[src/rtl/pa_idu_split_sched_pkg.sv]
// Shared definitions for the IDU atomic-split issue scheduler:
// split FSM idle code, temp register indices and scheduler state encodings.
package pa_idu_split_sched_pkg;

    localparam int unsigned SCHED_CNT_WIDTH = 3;
    localparam int unsigned SCHED_TMP_NUM   = 2;
    localparam int unsigned IDX_W           = 6;
    localparam int unsigned SPLIT_ST_W      = 3;

    localparam logic [SPLIT_ST_W-1:0] SPLIT_ST_IDLE = 3'b111;
    // Temp register n lives at index TMP_IDX_BASE + n (x32, x33, ...)
    localparam logic [IDX_W-1:0]      TMP_IDX_BASE  = 6'b100000;

    typedef enum logic [1:0] {
        SCHED_S_IDLE   = 2'b00,
        SCHED_S_ACTIVE = 2'b01,
        SCHED_S_DRAIN  = 2'b10
    } sched_st_e;

endpackage

[src/rtl/pa_idu_split_sched.sv]
// Issue scheduler for the atomic-split micro-op stream: temp-register scoreboard,
// outstanding micro-op counter and the atomic-inflight flag used by RTU.
module pa_idu_split_sched
    import pa_idu_split_sched_pkg::*;
#(
    parameter int unsigned CNT_WIDTH = SCHED_CNT_WIDTH,
    parameter int unsigned TMP_NUM   = SCHED_TMP_NUM
) (
    input  logic                  idu_misc_cpuclk,
    input  logic                  cpurst_b,
    input  logic [SPLIT_ST_W-1:0] split_sched_st,
    input  logic                  split_sched_uop_vld,
    input  logic                  split_sched_dst_vld,
    input  logic [IDX_W-1:0]      split_sched_dst_idx,
    input  logic [IDX_W-1:0]      split_sched_rs1_idx,
    input  logic                  split_sched_rs2_vld,
    input  logic [IDX_W-1:0]      split_sched_rs2_idx,
    input  logic                  iu_idu_ex1_rdy,
    input  logic                  wb_sched_vld,
    input  logic [IDX_W-1:0]      wb_sched_idx,
    input  logic                  rtu_sched_retire,
    input  logic                  rtu_idu_flush_fe,
    input  logic                  ifu_idu_chgflw_flush,
    output logic                  sched_ctrl_stall,
    output logic                  sched_uop_issue,
    output logic [TMP_NUM-1:0]    sched_tmp_busy,
    output logic                  sched_rtu_atm_inflight
);

    sched_st_e              r_state;
    sched_st_e              w_state_next;
    logic [CNT_WIDTH-1:0]   r_cnt;
    logic [CNT_WIDTH-1:0]   w_cnt_next;
    logic [TMP_NUM-1:0]     r_tmp_busy;
    logic [TMP_NUM-1:0]     w_tmp_busy_next;
    logic                   r_inflight;

    logic [TMP_NUM-1:0]     w_dst_hit;
    logic [TMP_NUM-1:0]     w_rs1_hit;
    logic [TMP_NUM-1:0]     w_rs2_hit;
    logic [TMP_NUM-1:0]     w_wb_hit;
    logic                   w_flush;
    logic                   w_hazard;
    logic                   w_full;
    logic                   w_issue;
    logic                   w_retire_eff;
    logic                   w_st_idle;

    // Exact index match per temp reg; unused temp indices never hit anything
    always_comb begin
        w_dst_hit = '0;
        w_rs1_hit = '0;
        w_rs2_hit = '0;
        w_wb_hit  = '0;
        for (int unsigned n = 0; n < TMP_NUM; n++) begin
            w_dst_hit[n] = split_sched_dst_vld & (split_sched_dst_idx == TMP_IDX_BASE + IDX_W'(n));
            w_rs1_hit[n] = split_sched_rs1_idx == TMP_IDX_BASE + IDX_W'(n);
            w_rs2_hit[n] = split_sched_rs2_vld & (split_sched_rs2_idx == TMP_IDX_BASE + IDX_W'(n));
            w_wb_hit[n]  = wb_sched_vld & (wb_sched_idx == TMP_IDX_BASE + IDX_W'(n));
        end
    end

    assign w_flush      = rtu_idu_flush_fe | ifu_idu_chgflw_flush;
    // A same-cycle writeback to the pending temp reg bypasses the hazard
    assign w_hazard     = split_sched_uop_vld & (|((w_rs1_hit | w_rs2_hit) & r_tmp_busy & ~w_wb_hit));
    assign w_full       = (r_cnt == {CNT_WIDTH{1'b1}}) & ~rtu_sched_retire;
    assign w_issue      = cpurst_b & split_sched_uop_vld & iu_idu_ex1_rdy & ~w_hazard & ~w_full & ~w_flush;
    assign w_retire_eff = rtu_sched_retire & (r_cnt != '0);
    assign w_st_idle    = split_sched_st == SPLIT_ST_IDLE;

    assign sched_uop_issue        = w_issue;
    assign sched_ctrl_stall       = cpurst_b & split_sched_uop_vld & ~w_issue;
    assign sched_tmp_busy         = r_tmp_busy;
    assign sched_rtu_atm_inflight = r_inflight;

    // Scoreboard and counter next state; set beats clear, flush beats everything
    always_comb begin
        w_tmp_busy_next = (r_tmp_busy & ~w_wb_hit) | (w_issue ? w_dst_hit : '0);
        w_cnt_next      = r_cnt;
        case ({w_issue, w_retire_eff})
            2'b10:   w_cnt_next = r_cnt + CNT_WIDTH'(1);
            2'b01:   w_cnt_next = r_cnt - CNT_WIDTH'(1);
            default: w_cnt_next = r_cnt;
        endcase
        if (w_flush) begin
            w_tmp_busy_next = '0;
            w_cnt_next      = '0;
        end
    end

    always_comb begin
        w_state_next = r_state;
        case (r_state)
            SCHED_S_IDLE: begin
                if (!w_st_idle) w_state_next = SCHED_S_ACTIVE;
            end
            SCHED_S_ACTIVE: begin
                if (w_st_idle) w_state_next = (w_cnt_next != '0) ? SCHED_S_DRAIN : SCHED_S_IDLE;
            end
            SCHED_S_DRAIN: begin
                if (!w_st_idle)              w_state_next = SCHED_S_ACTIVE;
                else if (w_cnt_next == '0)   w_state_next = SCHED_S_IDLE;
            end
            default: w_state_next = SCHED_S_IDLE;
        endcase
        if (w_flush) w_state_next = SCHED_S_IDLE;
    end

    always_ff @(posedge idu_misc_cpuclk or negedge cpurst_b) begin
        if (!cpurst_b) begin
            r_state    <= SCHED_S_IDLE;
            r_cnt      <= '0;
            r_tmp_busy <= '0;
            r_inflight <= 1'b0;
        end else begin
            r_state    <= w_state_next;
            r_cnt      <= w_cnt_next;
            r_tmp_busy <= w_tmp_busy_next;
            r_inflight <= w_state_next != SCHED_S_IDLE;
        end
    end

endmodule

[config.mk]
export PLATFORM = sky130hd
export DESIGN_NAME = pa_idu_split_sched
export DESIGN_NICKNAME = d
export VERILOG_FILES = /design/src/rtl/pa_idu_split_sched_pkg.sv /design/src/rtl/pa_idu_split_sched.sv
export SDC_FILE = /design/constraint.sdc
export NUM_CORES = 1
export LEC_CHECK = 0
export ABC_AREA = 0
export CORE_UTILIZATION = 30
export DETAILED_ROUTE_END_ITERATION = 8
export PLACE_DENSITY = 0.75
export SKIP_CTS_REPAIR_TIMING = 1
export SYNTH_ARGS = -nofsm -noshare
export SYNTH_HDL_FRONTEND = slang
export SYNTH_SLANG_ARGS = --single-unit
[constraint.sdc]
create_clock -name idu_misc_cpuclk -period 2.4 [get_ports idu_misc_cpuclk]
set_input_delay 0.48 -clock idu_misc_cpuclk [delete_from_list [all_inputs] [get_ports idu_misc_cpuclk]]
set_output_delay 0.48 -clock idu_misc_cpuclk [all_outputs]
set_load 0.01 [all_outputs]
After elaboration in Yosys (flattened, before gate mapping)
Index checks and enable logic that the tools add are counted.
{"block": "totals", "register_bits": 8, "output_inout_bits": 5}
{"block": "classes", "n_addsub": 2, "eq_ne": 14, "n_mux": 11, "n_bitwise": 27, "n_reduce_logical": 6}
{"cell": "$eq A6 B6 Y1 const B", "count": 8}
{"cell": "$mux W2", "count": 8}
{"cell": "$and A1 B1 Y1", "count": 15}
{"cell": "$and A2 B2 Y2", "count": 3}
{"cell": "$eq A3 B3 Y1 const B", "count": 2}
{"cell": "$pmux W2 S3", "count": 1}
{"cell": "$pmux W3 S2", "count": 1}
{"cell": "$reduce_bool A3 Y1", "count": 2}
{"cell": "$not A1 Y1", "count": 5}
{"cell": "$eq A2 B1 Y1 const B", "count": 2}
{"cell": "$eq A2 B2 Y1 const B", "count": 2}
{"cell": "$or A2 B2 Y2", "count": 2}
{"cell": "$add A3 B1 Y3 const B", "count": 1}
{"cell": "$logic_not A3 Y1", "count": 1}
{"cell": "$mux W3", "count": 1}
{"cell": "$sub A3 B1 Y3 const B", "count": 1}
{"cell": "$logic_not A2 Y1", "count": 1}
{"cell": "$not A2 Y2", "count": 1}
{"cell": "$reduce_bool A2 Y1", "count": 1}
{"cell": "$reduce_or A2 Y1", "count": 1}
{"cell": "$or A1 B1 Y1", "count": 1}

Longest topological paths before layout
Gate-level depths: netlist of run 1.
{"block": "depth", "depth_word": 20, "mapped_depth": 11}

Worst setup path after synthesis of run 1
Ideal clock, no wire load.
{"block": "synth_timing", "path_type": "input to register", "from": "input wb_sched_idx[1]", "to": "register r_state[1]", "arrival_time_ns": 3.242, "setup_slack_ns": -0.943, "stages": 11, "cell_sequence": "or4_4 -> o31ai_4 -> a21o_1 -> or3b_4 -> ha_1 -> fa_1 -> xnor2_1 -> or3_1 -> a21oi_1 -> nor2_1 -> nor4_1"}
{"block": "synth_via", "elab_chain_len": 18, "word_cells_on_any_way": 24}
{"element": "start, declared", "line_no": "pa_idu_split_sched.sv:20", "source": "input logic [IDX_W-1:0] wb_sched_idx,"}
{"element": "$eq A6 B6 Y1", "line_no": "pa_idu_split_sched.sv:59", "source": "w_wb_hit[n] = wb_sched_vld & (wb_sched_idx == TMP_IDX_BASE + IDX_W'(n));"}
{"element": "$and A1 B1 Y1", "line_no": "pa_idu_split_sched.sv:59"}
{"element": "$not A2 Y2 *", "line_no": "pa_idu_split_sched.sv:65", "source": "assign w_hazard = split_sched_uop_vld & (|((w_rs1_hit | w_rs2_hit) & r_tmp_busy & ~w_wb_hit));"}
{"element": "$and A2 B2 Y2 *", "line_no": "pa_idu_split_sched.sv:65"}
{"element": "$reduce_or A2 Y1 *", "line_no": "pa_idu_split_sched.sv:65"}
{"element": "$and A1 B1 Y1 *", "line_no": "pa_idu_split_sched.sv:65"}
{"element": "$not A1 Y1 *", "line_no": "pa_idu_split_sched.sv:67", "source": "assign w_issue = cpurst_b & split_sched_uop_vld & iu_idu_ex1_rdy & ~w_hazard & ~w_full & ~w_flush;"}
{"element": "$and A1 B1 Y1 * (3 in a row)", "line_no": "pa_idu_split_sched.sv:67"}
{"element": "[... 2 more ...]"}
{"element": "$mux W3 *", "line_no": "pa_idu_split_sched.sv:85", "source": "if (w_flush) begin"}
{"element": "via w_cnt_next[2]", "line_no": "pa_idu_split_sched.sv:33", "source": "logic [CNT_WIDTH-1:0] w_cnt_next;"}
{"element": "$logic_not A3 Y1 / $reduce_bool A3 Y1 (equally long branches)", "line_no": "pa_idu_split_sched.sv:102, pa_idu_split_sched.sv:98"}
{"element": "$mux W2, on equally long branches", "line_no": "pa_idu_split_sched.sv:102, pa_idu_split_sched.sv:98"}
{"element": "$mux W2, on equally long branches", "line_no": "pa_idu_split_sched.sv:101, pa_idu_split_sched.sv:98"}
{"element": "$pmux W2 S3 *", "line_no": "pa_idu_split_sched.sv:93", "source": "case (r_state)"}
{"element": "$mux W2 *", "line_no": "pa_idu_split_sched.sv:106", "source": "if (w_flush) w_state_next = SCHED_S_IDLE;"}
{"element": "via w_state_next[1]", "line_no": "pa_idu_split_sched.sv:31", "source": "sched_st_e w_state_next;"}
{"element": "end signal, assigned", "line_no": "pa_idu_split_sched.sv:116", "source": "r_state <= w_state_next;"}
{"element": "end, declared", "line_no": "pa_idu_split_sched.sv:30", "source": "sched_st_e r_state;"}
The timed path passes the listed nets; every way through them passes the cells marked *.

Worst setup path after layout of run 1
{"block": "layout_timing", "from": "input wb_sched_idx[2]", "to": "register r_state[1]"}
Same word-level chain as after synthesis.

==> results.yml, run 1 <==
sta:
  relSlewSlack_pct: 78.4
  tns_ps: -2830
  fin_ws_ps: -807
  setup_viol: 6
  fin_crit_ps: 3210
  period_share_pct: 134
  hold_viol_final: 0
  skew_ps: 7.36
  rsz0062_at_grt: "true"
  clock.fmax_ghz: 0.312
  whs_ps: 582
  slew_violations: 0
  worst_slew_pin_slew_ps: 324
setup_path:
  worstPathCellList: "dlymetal6s2s_1 > or4_4 > o31ai_4 > a21o_1 > or3b_4 > ha_4 > fa_2 > xnor2_2 > or3_1 > a21oi_2 > nor2_1 > nor4_1"
  max_stage_delay_ps: 500
  crit_path_end_kind: "flop"
  critical-path-top-delay-family: "simple AND/OR/NAND/NOR gates"
  ff2ff_path_depth: 10
  crit_buf_inv: 1
  slowest_stage: "or4_4"
  crit_type: "input pin to flop"
  worst-path-stages: 12
  worstPathRequired_ps: 2560
  timing.rr.start: "r_cnt[2]$_DFF_PN0_"
  critPathMaxFanout: 3
  rrSetupSlack_ps: -240
  crit_path_start_kind: "input pin"
  cp.arrival_ps: 3370
  critical_path.startpoint: "wb_sched_idx[2]"
synthesis:
  syn_avg_cell_area_um2: 9.00
  netlist_area_um2: 567
  synthDistinctLibCells: 29
  yosys_warnings: 0
  yosysSeqAreaShare_pct: 35.3
  ys_ff_latch: 8
  syn_inst: 63
  synth_fp_nets: 102
floorplan:
  dieArea_mm2: 0.00207
  boundaryPins: 42
  initial_core_util_pct: 32.5
  die_h_um: 45.5
  die_w_um: 45.5
  core_mm2: 0.00175
  num_rows: 15
route:
  dr_total_vias: 679
  drc: 0
  first_pass_iters: 4
  drt-total-wl_um: 1830
  routedWlPerCell_um: 12.8
  vias_per_cell: 4.75
  ant_nets: 0
  drtIter0Drc: 4
layout:
  finalNetCount: 159
  drive_gt1_share_pct: 27.1
  n_antenna_cell: 0
  area_growth_pct: 106
pwr:
  irDropWorstVdd_uv: 323
  powerDensity_mw_per_mm2: 289
  p_leak_nw: 0.491
placement:
  dp_hpwl_um: 1460
  portBuffers: 41
  gp_congestion: 0.778
global_route:
  grt_overflow: 0
  grt_pass1_vias: 632
  grt_pass1_wl_um: 2790
  grt_max_degree: 10
  grtUsageTotal_pct: 19.2
  antenna_found_initial: 0
clocking:
  clock_sinks: 8
  cts_buffer_depth: 2
  cts_buffers: 3
  htreeDepth: 1
  clock_latency_ps: 260
  clk_pin_slew_worst_paths_ps: 60
  cts_tree: "built"
  cts_root_buf: "clkbuf_4"
outcome:
  status: "finished with violations"
  violations: "negative setup slack"
run:
  drv_cap: 0
min_path:
  min_path_type: "input pin to asynchronous set/reset pin"
[state kept, by name, indices dropped and copies added, names as in the netlist]
signal                  cells
r_state                     2
sched_rtu_atm_inflight      1
r_cnt                       3
sched_tmp_busy              2
[cells by family (layout without fill, tap and decap cells)]
logic type	Yosys count	after routing	synth area share, %
buffers and inverters	3	58	1.99
AOI/OAI and AO/OA	10	10	13.7
xor gates and xnor gates	3	3	4.64
muxes	1	1	1.77
and+or+nand+nor	36	36	36.9
adders and majority gates	2	2	5.74
DFF	8	8	35.3
[worst register-to-register path, cell delays in order, from the launching register on]
cell	delay, ps
dfrtp_1	410
nand4b_1	100
nand3_1	100
or3b_4	410
ha_4	180
fa_2	370
xnor2_2	150
or3_1	360
a21oi_2	190
nor2_1	60
nor4_1	220
[cell type report]
cell class / count / area [um2]
Fill cell: 138 / 581
Timing Repair Buffer: 53 / 490
Multi-Input combinational cell: 52 / 413
Sequential cell: 8 / 200
Tap cell: 25 / 31.3
Clock buffer: 3 / 22.5
Inverter: 2 / 7.51
[metal layers]
metal	vias to the layer above	global-route usage [%]	wire (um)
met5	-	0	0
met4	0	3.03	0
met3	0	8.33	78
met2	18	30.9	924
met1	312	24.0	829
li1	349	-	-
[final timing paths]
check | to
hold reg to reg | r_state[1]$_DFF_PN0_
max in group asynchronous | r_state[0]$_DFF_PN0_
setup reg to reg | r_state[1]$_DFF_PN0_
hold / removal | r_state[1]$_DFF_PN0_
min in group idu_misc_cpuclk | r_state[1]$_DFF_PN0_
setup / recovery | r_state[1]$_DFF_PN0_
[synthesized netlist by cell type, drive strengths merged]
library cell  count  area share, %
dfrtp             8             35
nor2              7            4.6
nand2             5            3.3
nor3              4            3.5
a21oi             3            2.6
and3              3            3.3
nand3             3            2.6
inv               2            1.3
nand3b            2            2.6
nand4b            2            3.1
nor4              2            2.2
nor4b             2            3.1
o21ai             2            1.8
or3               2            2.2
xnor2             2            3.1
a21o              1            1.3
a221oi            1            1.5
clkbuf            1           0.66
fa                1            3.5
ha                1            2.2
mux2i             1            1.8
nand4             1            1.1
o22ai             1            1.1
o31a              1            1.5
o31ai             1            3.8
or2               1            1.1
or3b              1            2.0
or4               1            2.0
xor2              1            1.5
[report_power, final]
| part | switching, W | internal (W) | total [W] |
|---|---|---|---|
| combinational | 0.0000295 | 0.0000663 | 0.0000958 |
| clock | 0.0000454 | 0.0000572 | 0.000103 |
| sequential | 0.00000111 | 0.000137 | 0.000138 |
[layout by cell type (no fill, tap or decap), drive strengths merged]
cell type	count
clkbuf	6
nor4	2
o22ai	1
clkdlybuf4s50	33
fa	1
nor2	7
o31ai	1
and3	3
dlymetal6s2s	4
or4	1
or2	1
nand3b	2
or3	2
inv	2
ha	1
mux2i	1
a221oi	1
nand2	5
nand4b	2
nand4	1
o21ai	2
xnor2	2
nor4b	2
nand3	3
buf	13
a21o	1
o31a	1
a21oi	3
or3b	1
dfrtp	8
xor2	1
nor3	4
[per-stage QoR]
stage | power, W | instance area [um2] | worst slack (ps) | instances | util [%]
floorplan | 0.000159 | 586 | -792 | 63 | -
CTS | 0.000341 | 1140 | -1120 | 143 | 65.1
global placement | 0.000234 | 1110 | -1270 | 140 | 63.8
global route | 0.000355 | 1160 | -897 | 143 | 66.7
detailed placement | 0.000236 | 1110 | -1340 | 140 | 63.8
finish | 0.000337 | 1160 | -807 | 143 | 66.7
Note: power is estimated with default switching activity, not from simulation.
==> run 2: changes to the inputs <==
CORE_UTILIZATION = 33   (was 30)
PLACE_DENSITY = 0.78   (was 0.75)
clock period = 3.1 ns   (was 2.4 ns; I/O delays follow)
==> run 2 against run 1 <==
Net effect:
- the run ends with design-rule violations, negative setup slack left
- global-route usage up 3.2 points
- register-to-register slack better by 540 ps
- wire length increased by 1.3%
- worst hold slack improved by 17 ps
- clock power shrank 14%
- power decreased by 20%
- design area down 3.1%
- count of clock-buffer cells in the layout unchanged
- cell count fell by 8.4%
- sequential power decreased by 22%
- utilization increased by 5.7 points
==> results.yml, run 2 (synthesis gave the netlist of run 1 again) <==
setup_path:
  worstPathRequired_ps: 3260
  timing.rr.start: "r_cnt[0]$_DFF_PN0_"
  crit_path_end_kind: "flop"
  crit_path_start_kind: "input pin"
  critical_path.startpoint: "wb_sched_idx[4]"
  rrSetupSlack_ps: 300
  max_stage_delay_ps: 550
  critPathMaxFanout: 3
  slowest_stage: "or4_4"
  cp.arrival_ps: 3560
  crit_buf_inv: 1
  crit_type: "input pin to flop"
  critical-path-top-delay-family: "simple AND/OR/NAND/NOR gates"
  worstPathCellList: "buf_6 > or4_4 > o31ai_4 > a21o_1 > or3b_4 > ha_4 > fa_2 > xnor2_2 > or3_1 > a21oi_2 > nor2_1 > nor4_1"
sta:
  setup_viol: 2
  hold_viol_final: 0
  period_share_pct: 110
  slew_violations: 0
  clock.fmax_ghz: 0.294
  tns_ps: -507
  whs_ps: 599
  skew_ps: 8.64
  relSlewSlack_pct: 76.5
  fin_crit_ps: 3400
  worst_slew_pin_slew_ps: 353
  rsz0062_at_grt: "true"
  fin_ws_ps: -297
route:
  drtIter0Drc: 19
  ant_nets: 0
  drt-total-wl_um: 1860
  vias_per_cell: 5.37
  routedWlPerCell_um: 14.2
  first_pass_iters: 6
  drc: 4
  dr_total_vias: 704
clocking:
  cts_root_buf: "clkbuf_4"
  cts_tree: "built"
  htreeDepth: 1
  clk_pin_slew_worst_paths_ps: 60
  clock_latency_ps: 280
  clock_sinks: 8
  cts_buffer_depth: 2
  cts_buffers: 3
placement:
  portBuffers: 41
  gp_congestion: 0.765
  dp_hpwl_um: 1440
pwr:
  irDropWorstVdd_uv: 234
  p_leak_nw: 0.486
  powerDensity_mw_per_mm2: 239
  finalPower_w: 0.000270
outcome:
  violations: "design-rule violations, negative setup slack"
  status: "finished with violations"
global_route:
  grt_overflow: 0
  grt_pass1_wl_um: 3080
  grt_pass1_vias: 703
  grtUsageTotal_pct: 22.4
  grt_max_degree: 10
  antenna_found_initial: 0
layout:
  regMostFlops: "r_cnt"
  num-fill-cells: 132
  largest_register_ffs: 3
  n_antenna_cell: 0
  layout_common_cells: "clkdlybuf4s50_1, buf_4, dfrtp_1"
  final_common_cell: "clkdlybuf4s50_1"
  drive_gt1_share_pct: 20.0
  area_growth_pct: 99.1
  final_util_pct: 72.4
  finalNetCount: 156
floorplan:
  num_rows: 14
  dieArea_mm2: 0.00189
  core_mm2: 0.00156
  initial_core_util_pct: 36.4
  die_w_um: 43.4
  boundaryPins: 42
  die_h_um: 43.4
run:
  drv_cap: 0
min_path:
  min-delay-start: "r_state[0]$_DFF_PN0_"
  min_path_type: "flop to flop"
run 2: cell count changes in the layout (fill, tap and decap cells not counted), moves of 2 or more:
cell and change:
buf_4 -3, nor3_1 +2, nor3_2 -2, clkdlybuf4s50_1 +2, clkbuf_2 -2
run 2: layer usage:
layer  up-vias  GRT usage, %  part of all wire, %
li1        343             -                    -
met1       335          28.2                   44
met2        24          36.4                   50
met3         2          5.83                  4.6
met4         0          9.38                  1.0
met5         -             0                    0
run 2: cell type report:
type,instances,area (um2),share of cell area (%)
multi-input cells,52,394,34.9
inverters,2,7.51,0.665
flip-flops and latches,8,200,17.7
well taps,16,20.0,1.77
repair buffers,50,484,42.9
clock buffers,3,22.5,2.00
run 2: worst paths after layout:
kind                       cells after the start                               end
min reg2reg                                    3  sched_rtu_atm_inflight$_DFF_PN0_
max                                           12              r_state[1]$_DFF_PN0_
max reg2reg                                   10              r_state[1]$_DFF_PN0_
min in group asynchronous                      2  sched_rtu_atm_inflight$_DFF_PN0_
min                                            3  sched_rtu_atm_inflight$_DFF_PN0_
max in group asynchronous                      2              r_state[1]$_DFF_PN0_
run 2: through the flow:
step / instance area, um2 / worst slack (ps) / cells
4_1_cts: 1100 / -659 / 131
2_1_floorplan: 586 / -232 / 63
5_1_grt: 1130 / -435 / 131
6_report: 1130 / -297 / 131
3_5_place_dp: 1080 / -791 / 128
3_3_place_gp: 1080 / -702 / 128
run 2: power by group:
group / internal [W] / total, W / leakage, nW / switching (W)
sequential: 0.000106 / 0.000107 / 0.110 / 0.00000120
clock: 0.0000449 / 0.0000890 / 0.0138 / 0.0000442
combinational: 0.0000517 / 0.0000738 / 0.362 / 0.0000221
total: 0.000203 / 0.000270 / 0.486 / 0.0000674
run 2: worst reg2reg max path: stages, from the launching register on:
cell	delay, ps
dfrtp_1	480
nand4b_1	150
nand3_1	120
or3b_4	430
ha_4	180
fa_2	370
xnor2_2	140
or3_1	360
a21oi_2	180
nor2_1	60
nor4_1	240
==> run 3: changes to the inputs <==
==> constraint.sdc (replaced) <==
create_clock -name idu_misc_cpuclk -period 3.1 [get_ports idu_misc_cpuclk]
set_input_delay 0.465 -clock idu_misc_cpuclk [delete_from_list [all_inputs] [get_ports idu_misc_cpuclk]]
set_output_delay 0.465 -clock idu_misc_cpuclk [all_outputs]
set_load 0.01 [all_outputs]
==> run 3 against run 2 <==
Net effect:
- the run still ends with design-rule violations, negative setup slack left
- sequential power about the same
- register-to-register slack about the same
- clock power is 4.2% lower
- first-iteration DRC count grew 16%
- largest power group unchanged
==> results.yml, run 3 (synthesis gave the netlist of run 1 again) <==
clocking:
  htreeDepth: 1
  clock_sinks: 8
  cts_root_buf: "clkbuf_4"
  cts_buffer_depth: 2
  cts_tree: "built"
  cts_buffers: 3
  clock_latency_ps: 270
  clk_pin_slew_worst_paths_ps: 60
global_route:
  grt_pass1_vias: 688
  grt_max_degree: 10
  grtUsageTotal_pct: 22.1
  grt_pass1_wl_um: 3020
  antenna_found_initial: 0
  grt_overflow: 0
setup_path:
  slowest_stage: "or4_4"
  worstPathRequired_ps: 3270
  critPathCapture: "r_state[1]$_DFF_PN0_"
  timing.rr.start: "r_cnt[0]$_DFF_PN0_"
  crit_buf_inv: 1
  crit_type: "input pin to flop"
  critical-path-top-delay-family: "simple AND/OR/NAND/NOR gates"
  rrSetupSlack_ps: 290
  max_stage_delay_ps: 550
  worst-path-stages: 12
  rr_endpoint: "r_state[1]$_DFF_PN0_"
  critical_path.startpoint: "wb_sched_idx[4]"
  worstPathCellList: "buf_6 > or4_4 > o31ai_4 > a21o_1 > or3b_4 > ha_4 > fa_2 > xnor2_2 > or3_1 > a21oi_2 > nor2_1 > nor4_1"
  critPathMaxFanout: 3
  ff2ff_path_depth: 10
  crit_path_start_kind: "input pin"
  crit_path_end_kind: "flop"
  cp.arrival_ps: 3480
sta:
  slew_violations: 0
  worst_slew_pin_slew_ps: 436
  fin_ws_ps: -210
  tns_ps: -351
  setup_viol: 2
  rsz0062_at_grt: "true"
  relSlewSlack_pct: 70.5
  fin_crit_ps: 3310
  clock.fmax_ghz: 0.302
  whs_ps: 530
  period_share_pct: 107
  skew_ps: 5.29
  hold_viol_final: 0
route:
  drtIter0Drc: 22
  first_pass_iters: 6
  drt-total-wl_um: 1860
  ant_nets: 0
  drc: 4
  vias_per_cell: 5.41
  routedWlPerCell_um: 14.2
  dr_total_vias: 709
layout:
  multi_input_area_um2: 387
  final_common_cell: "clkdlybuf4s50_1"
  finalNetCount: 156
  regArea_um2: 200
  num-fill-cells: 128
  regMostFlops: "r_cnt"
  n_antenna_cell: 0
  layout_common_cells: "clkdlybuf4s50_1, buf_4, dfrtp_1"
  largest_register_ffs: 3
  area_growth_pct: 97.8
  drive_gt1_share_pct: 19.1
pwr:
  power.switching_w: 0.0000632
  switching_share_pct: 23.8
  clkPwrFrac_pct: 32.1
  finalPower_w: 0.000266
  p_comb_share_pct: 27.5
  intPower_w: 0.000202
  p_seq_share_pct: 40.4
  irDropWorstVdd_uv: 173
  powerDensity_mw_per_mm2: 237
  p_leak_nw: 0.488
placement:
  portBuffers: 41
  gp_congestion: 0.876
  dp_hpwl_um: 1460
floorplan:
  initial_core_util_pct: 36.4
  die_h_um: 43.4
  boundaryPins: 42
  die_w_um: 43.4
  dieArea_mm2: 0.00189
  num_rows: 14
  core_mm2: 0.00156
min_path:
  min_path_type: "input pin to asynchronous set/reset pin"
outcome:
  status: "finished with violations"
  violations: "design-rule violations, negative setup slack"
run:
  drv_cap: 0
## run 3: cell counts in the layout (fill, tap and decap cells not counted)
No cell type changed its count.
## run 3: final cells by class
| class | instances | share of cell area [%] |
|---|---|---|
| Multi-Input combinational cell | 52 | 34.5 |
| Inverter | 2 | 0.670 |
| Timing Repair Buffer | 50 | 43.2 |
| Clock buffer | 3 | 2.01 |
| Tap cell | 16 | 1.79 |
| Sequential cell | 8 | 17.9 |
## run 3: worst min path at each step
stage / from / to / slack [ps]
global route: cpurst_b / r_state[1]$_DFF_PN0_ / 530
CTS: cpurst_b / r_state[1]$_DFF_PN0_ / 530
floorplan: cpurst_b / r_cnt[0]$_DFF_PN0_ / 170
detailed placement: r_state[1]$_DFF_PN0_ / sched_rtu_atm_inflight$_DFF_PN0_ / 590
global placement: r_state[1]$_DFF_PN0_ / sched_rtu_atm_inflight$_DFF_PN0_ / 570
finish: cpurst_b / sched_tmp_busy[1]$_DFF_PN0_ / 530
## run 3: per-stage QoR
step           setup slack, ps  util [%]  cell area, um2  instances
6_report                  -210      71.9            1120        131
5_1_grt                   -308      71.9            1120        131
4_1_cts                   -435      70.2            1090        130
3_5_place_dp              -659      68.8            1070        127
3_3_place_gp              -545      68.8            1070        127
2_1_floorplan            -77.1         -             586         63
## run 3: power groups by stage
stage,Combinational (W),Clock [W],Sequential [W]
2_1_floorplan,0.0000139,0,0.000109
3_3_place_gp,0.0000715,0,0.000109
3_5_place_dp,0.0000734,0,0.000109
4_1_cts,0.0000738,0.0000871,0.000107
5_1_grt,0.0000788,0.0000916,0.000107
6_report,0.0000731,0.0000853,0.000107
## run 3: per-layer routing
metal / vias to the layer above / wire length (um) / global-route usage (%)
met3: 7 / 115 / 7.08
met2: 44 / 929 / 37.6
met4: 0 / 48 / 9.38
met1: 317 / 763 / 25.5
met5: - / 0 / 0
li1: 341 / - / -
